File: config.mk
export PLATFORM = sky130hd
export DESIGN_NAME = serial_comparator
export DESIGN_NICKNAME = d
export VERILOG_FILES = /design/src/rtl/serial_comparator_pkg.sv /design/src/rtl/serial_comparator_chunk_cmp.sv /design/src/rtl/serial_comparator.sv
export SDC_FILE = /design/constraint.sdc
export NUM_CORES = 1
export LEC_CHECK = 0
export ABC_CLOCK_PERIOD_IN_PS = 2130
export CAP_MARGIN = 30
export CORE_MARGIN = 2
export CORE_UTILIZATION = 55
export DETAILED_ROUTE_END_ITERATION = 16
export PLACE_DENSITY = 0.84
export RECOVER_POWER = 50
export SLEW_MARGIN = 20
export SYNTH_ARGS = -nofsm -noshare
export SYNTH_HDL_FRONTEND = slang
export SYNTH_SLANG_ARGS = --single-unit
File: constraint.sdc
create_clock -name clk -period 2.13 [get_ports clk]
set_input_delay 0.3195 -clock clk [delete_from_list [all_inputs] [get_ports clk]]
set_output_delay 0.3195 -clock clk [all_outputs]
set_load 0.01 [all_outputs]
File: src/rtl/serial_comparator_pkg.sv
// serial_comparator_pkg: shared state/result types and helpers for the serial comparator
package comparator_pkg;
  typedef enum logic [1:0] {IDLE, COMPARE, DONE} state_t;
  typedef enum logic [1:0] {EQ = 2'd0, GT = 2'd1, LT = 2'd2} res_t;
  typedef struct packed {
    logic equal;
    logic greater;
    logic lower;
  } flags_t;
  function automatic int nchunk(input int width, input int chunk);
    return width / chunk;
  endfunction
  function automatic flags_t decode(input res_t r);
    return '{equal: r == EQ, greater: r == GT, lower: r == LT};
  endfunction
endpackage

File: src/rtl/serial_comparator_chunk_cmp.sv
// chunk_cmp: combinational CHUNK-bit compare, MSB optionally flipped for signed operands
module chunk_cmp #(
  parameter int CHUNK = 4
) (
  input  logic [CHUNK-1:0] a,
  input  logic [CHUNK-1:0] b,
  input  logic             flip,
  output logic             eq,
  output logic             gt
);
  logic [CHUNK-1:0] m, xa, xb;
  assign m  = CHUNK'(flip) << (CHUNK - 1);
  assign xa = a ^ m;
  assign xb = b ^ m;
  assign eq = xa == xb;
  assign gt = xa > xb;
endmodule

File: src/rtl/serial_comparator.sv
// serial_comparator: MSB-first multi-cycle magnitude compare; SERIAL_COMPARATOR_EARLY_EXIT_EN finishes on the first differing chunk
module serial_comparator
  import comparator_pkg::*;
#(
  parameter int WIDTH = 16,
  parameter int CHUNK = 4
) (
  input  logic             clk,
  input  logic             rst_n,
  input  logic             start,
  input  logic [WIDTH-1:0] a,
  input  logic [WIDTH-1:0] b,
  input  logic             signed_cmp,
  output logic             busy,
  output logic             done,
  output logic             equal,
  output logic             greater,
  output logic             lower
);
  localparam int NCHUNK = nchunk(WIDTH, CHUNK);
  localparam int CW = $clog2(NCHUNK) + 1;
  state_t state;
  res_t res, nres;
  logic [WIDTH-1:0] sa, sb;
  logic [CW-1:0] cnt;
  logic sgn, ceq, cgt, first, last, fin;
  assign first = cnt == CW'(NCHUNK);
  assign last  = cnt == CW'(1);
  chunk_cmp #(.CHUNK(CHUNK)) u_cmp (
    .a   (sa[WIDTH-1 -: CHUNK]),
    .b   (sb[WIDTH-1 -: CHUNK]),
    .flip(sgn && first),
    .eq  (ceq),
    .gt  (cgt)
  );
  // first differing chunk decides; later chunks keep the decided result
  always_comb nres = (res == EQ && !ceq) ? (cgt ? GT : LT) : res;
`ifdef SERIAL_COMPARATOR_EARLY_EXIT_EN
  assign fin = last || (res == EQ && !ceq);
`else
  assign fin = last;
`endif
  // control FSM with shift registers and registered flags
  always_ff @(posedge clk or negedge rst_n)
    if (!rst_n) begin
      state   <= IDLE;
      busy    <= 1'b0;
      done    <= 1'b0;
      equal   <= 1'b0;
      greater <= 1'b0;
      lower   <= 1'b0;
      sa      <= '0;
      sb      <= '0;
      sgn     <= 1'b0;
      res     <= EQ;
      cnt     <= '0;
    end else begin
      done <= 1'b0;
      case (state)
        IDLE: if (start) begin
          state <= COMPARE;
          busy  <= 1'b1;
          sa    <= a;
          sb    <= b;
          sgn   <= signed_cmp;
          res   <= EQ;
          cnt   <= CW'(NCHUNK);
        end
        COMPARE: begin
          sa  <= sa << CHUNK;
          sb  <= sb << CHUNK;
          cnt <= cnt - CW'(1);
          res <= nres;
          if (fin) begin
            state <= DONE;
            done  <= 1'b1;
            {equal, greater, lower} <= decode(nres);
          end
        end
        DONE: begin
          state <= IDLE;
          busy  <= 1'b0;
        end
        default: state <= IDLE;
      endcase
    end
endmodule

==> summary.md <==
Setup repair after global routing left no endpoint under its margin. Synthesis instantiated 35 different standard cells from the library. The xor/xnor share of the synthesized area is 0.402%. The run finished with clean final reports. The site row count came out at 22. The number of hold buffers added after CTS was 0. The total grt overflow came out at 0. The standard cell area after detailed placement was 0.00259 mm2.

For this run, the share of the core covered by cells in the final layout is 71.5%. The area fraction in and, or, nand and nor cells after synthesis was 9.25%. The cell family contributing the most delay on the critical path is compound AO/OA/AOI/OAI gates.

Clock-pin slew was measured on the worst setup and hold paths at 0.08 ns. The number of clock buffers added by TritonCTS is 5. Setup violations remaining at the end of the flow were counted as 0. In this run the vertical extent of the chip is 66.9 um. The number of flops mapped to enable cells by yosys came out at 0. Of the total synthesized cell area, the portion taken by full adders, half adders and majority gates is 3.45%.

The tightest min-delay check is of the input pin to async pin type. For this design the static power due to leakage is 1.28 nW. TritonCTS built the clock tree. The tools report the count of boundary I/O pins as 41. The run gives 0 as the synthesis warning total.

The die covers 0.00448 mm2. Data on the critical path is required at its endpoint by 2.32 ns. The synthesized netlist devotes 15.7% of its cell area to compound gates.

The largest single stage delay on the critical path is 0.39 ns. The biggest fanout along the worst timing path is 4, and the fraction of synthesized cell area taken by the top area cell type is 51.7%. The worst setup path is captured at a flip-flop. The tools report the H-tree depth as 2. By area the synthesized netlist is led by sky130_fd_sc_hd__dfrtp_1 (52%), sky130_fd_sc_hd__mux2i_1 (11%), sky130_fd_sc_hd__nand2_1 (5.2%). For the number of max-slew violations in the final report, the log shows 0.

The number of antenna violations at the first check in global routing came out at 0. The layout-stage area growth over the synthesis result is 23.0%, and the DRC violation count after routing is 0. The core area is 0.00374 mm2. Static timing analysis puts the maximum clock frequency at 647 MHz.

In this run the post-CTS setup repair buffer count came out at 0. For the antenna cell count, the log shows 0. The first-pass iteration count of the detailed router is 4, and the peak supply drop is 0.000729 V. Final cycle utilization of the critical path: 72.6%. Number of hold-slack violations in the final timing report: 0. By area, the combinational part of the netlist is dominated by compound AO/OA/AOI/OAI gates.

The run gives 45 as the clock sink count. The first routing iteration left 63 violations. The setup path with the least slack is of type flip-flop to flip-flop.

The signal on the critical path passes through ha_1 -> a21oi_1 -> o221ai_1 -> a31oi_1 -> o31ai_1. The post-cts sizing count came out at 0. The mux contribution to synthesized area is 12.5%, and the number of global-route vias before repair is 1568. The post-route clock skew was 0.00757 ns; the number of nets at the end of the flow was 280. The post-synthesis sequential element count was 45. The commonest register cell after synthesis is sky130_fd_sc_hd__dfrtp_1.

The largest total area in the synthesized netlist belongs to sky130_fd_sc_hd__dfrtp_1. For this run, asynchronously set or reset flops after synthesis account for 100%. For the count of nets left with antenna violations after detail routing, the log shows 0. The final standard cell count with taps included and fillers excluded is 286.

The first global-routing pass estimated 6580 um of wire. Summing every instance area after synthesis gives 0.00218 mm2. The largest buffer count on any clock path is 2. In the post-synthesis netlist, the cell with the most instances is sky130_fd_sc_hd__dfrtp_1.

The run gives 20.1% as the global router's overall resource usage. Dividing the detail-routed wire length by the instance count gives 13.8 um. Synthesized netlist cell count: 196. After synthesis, the most frequently instantiated cells are sky130_fd_sc_hd__dfrtp_1 (45), sky130_fd_sc_hd__nand2_1 (30), sky130_fd_sc_hd__mux2i_1 (25), sky130_fd_sc_hd__o21ai_1 (19), sky130_fd_sc_hd__inv_1 (10). The logs give 28.3% for the remaining max-slew budget at the tightest pin and 3940 um for the final routed wirelength across all metal layers. The via count normalized by instance count is 5.36.

The tools report the root buffer cell as sky130_fd_sc_hd__clkbuf_8. The net count after synthesis came out at 238. The total vias in the final route was 1533. At the later pin of the worst-skew pair, clock insertion delay measures 0.30 ns.

The buffering stage count on the worst path with inverters included is 0, and the global placer's final weighted congestion is 0.790. In the final layout, the share of cells above drive strength 1 is 8.82%. For this configuration, the core starts out at a cell density of 58.2%. The run gives 0 ns as the final setup TNS. In this run the tool buffered the top-level ports with 40 buffer cells. Entering global routing, the biggest net connects 61 pins. The average cell area after synthesis was 11.1 um2.

The x dimension of the die came out at 66.9 um. The placed wire-length estimate came out at 2770 um. STA classifies the critical path startpoint as a flip-flop. The minimum period implied by the final worst setup slack is 1.55 ns, and the slew of the pin with the lowest slew margin is 1.07 ns. In this run, placement finished with an instance count of 279.

Dividing total power by cell area gives a power density of 1310 mW/mm2. Max-cap violations in this run came to 0. The worst path arrival time was 1.73 ns; the total non-filler cell area in the finished layout was 0.00268 mm2. The cell with the largest stage delay on the worst path was sky130_fd_sc_hd__dfrtp_1. Sequential cells were found to cover 51.7% of the synthesized design area.
==> where the power goes <==
| group | total, W | switching (W) | internal, W |
|---|---|---|---|
| sequential | 0.00142 | 0.000226 | 0.00119 |
| combinational | 0.00158 | 0.000819 | 0.000757 |
| clock | 0.000524 | 0.000267 | 0.000257 |
| total | 0.00352 | 0.00131 | 0.00221 |
==> state kept, by name (all words and copies together) (netlist names) <==
| name | flops |
|---|---|
| res | 2 |
| done | 1 |
| greater | 1 |
| sgn | 1 |
| cnt | 3 |
| lower | 1 |
| equal | 1 |
| sb | 16 |
| state | 2 |
| busy | 1 |
| sa | 16 |
==> worst paths after layout <==
kind	to	slack, ns	from	cells after the start
max	greater	0.58	sa[14]	5
min	greater	0.29	rst_n	2
max reg2reg	greater	0.58	sa[14]	5
min reg2reg	sa[10]	0.49	sa[10]	2
max in group asynchronous	sb[5]	1.18	rst_n	2
min in group clk	sa[10]	0.49	sa[10]	2
==> layer usage <==
metal / track usage [%] / up-vias / routed length (um)
li1: - / 765 / -
met1: 24.1 / 724 / 1810
met2: 32.9 / 36 / 1890
met3: 5.91 / 8 / 153
met4: 9.95 / 0 / 77
met5: 0 / - / 0
==> layout by cell type (no fill, tap or decap), types with 3 or more instances in the layout <==
| master | instances |
|---|---|
| sky130_fd_sc_hd__clkdlybuf4s50_1 | 39 |
| sky130_fd_sc_hd__nand2b_1 | 3 |
| sky130_fd_sc_hd__a31oi_1 | 3 |
| sky130_fd_sc_hd__o21ai_1 | 19 |
| sky130_fd_sc_hd__inv_1 | 10 |
| sky130_fd_sc_hd__a22o_1 | 8 |
| sky130_fd_sc_hd__dfrtp_1 | 45 |
| sky130_fd_sc_hd__nand2_1 | 30 |
| sky130_fd_sc_hd__o21ai_0 | 9 |
| sky130_fd_sc_hd__a21oi_1 | 7 |
| sky130_fd_sc_hd__mux2i_1 | 25 |
| sky130_fd_sc_hd__clkbuf_8 | 6 |
| sky130_fd_sc_hd__ha_1 | 6 |
==> cell families after synthesis <==
group	after synthesis
buffers and inverters	21
AND/OR/NAND/NOR	43
AO/OA/AOI/OAI	53
multiplexers	27
flip-flops	45
adder cells (fa/ha/maj)	6
XOR/XNOR	1
==> final cells by class <==
cell class	instances	area, um2
Fill cell	299	1070
Timing Repair Buffer	45	455
Multi-Input combinational cell	130	908
Sequential cell	45	1130
Clock buffer	7	86.3
Inverter	11	41.3
Tap cell	48	60.1
==> metrics by stage <==
step	hold slack (ns)	power [W]	worst slack, ns
2_1_floorplan	0.0239	0.00267	0.739
4_1_cts	0.109	0.00354	0.590
3_5_place_dp	0.432	0.00301	0.429
6_report	0.288	0.00352	0.583
3_3_place_gp	0.429	0.00293	0.510
5_1_grt	0.385	0.00379	0.472
No activity file was read; power rests on OpenSTA's default activity.
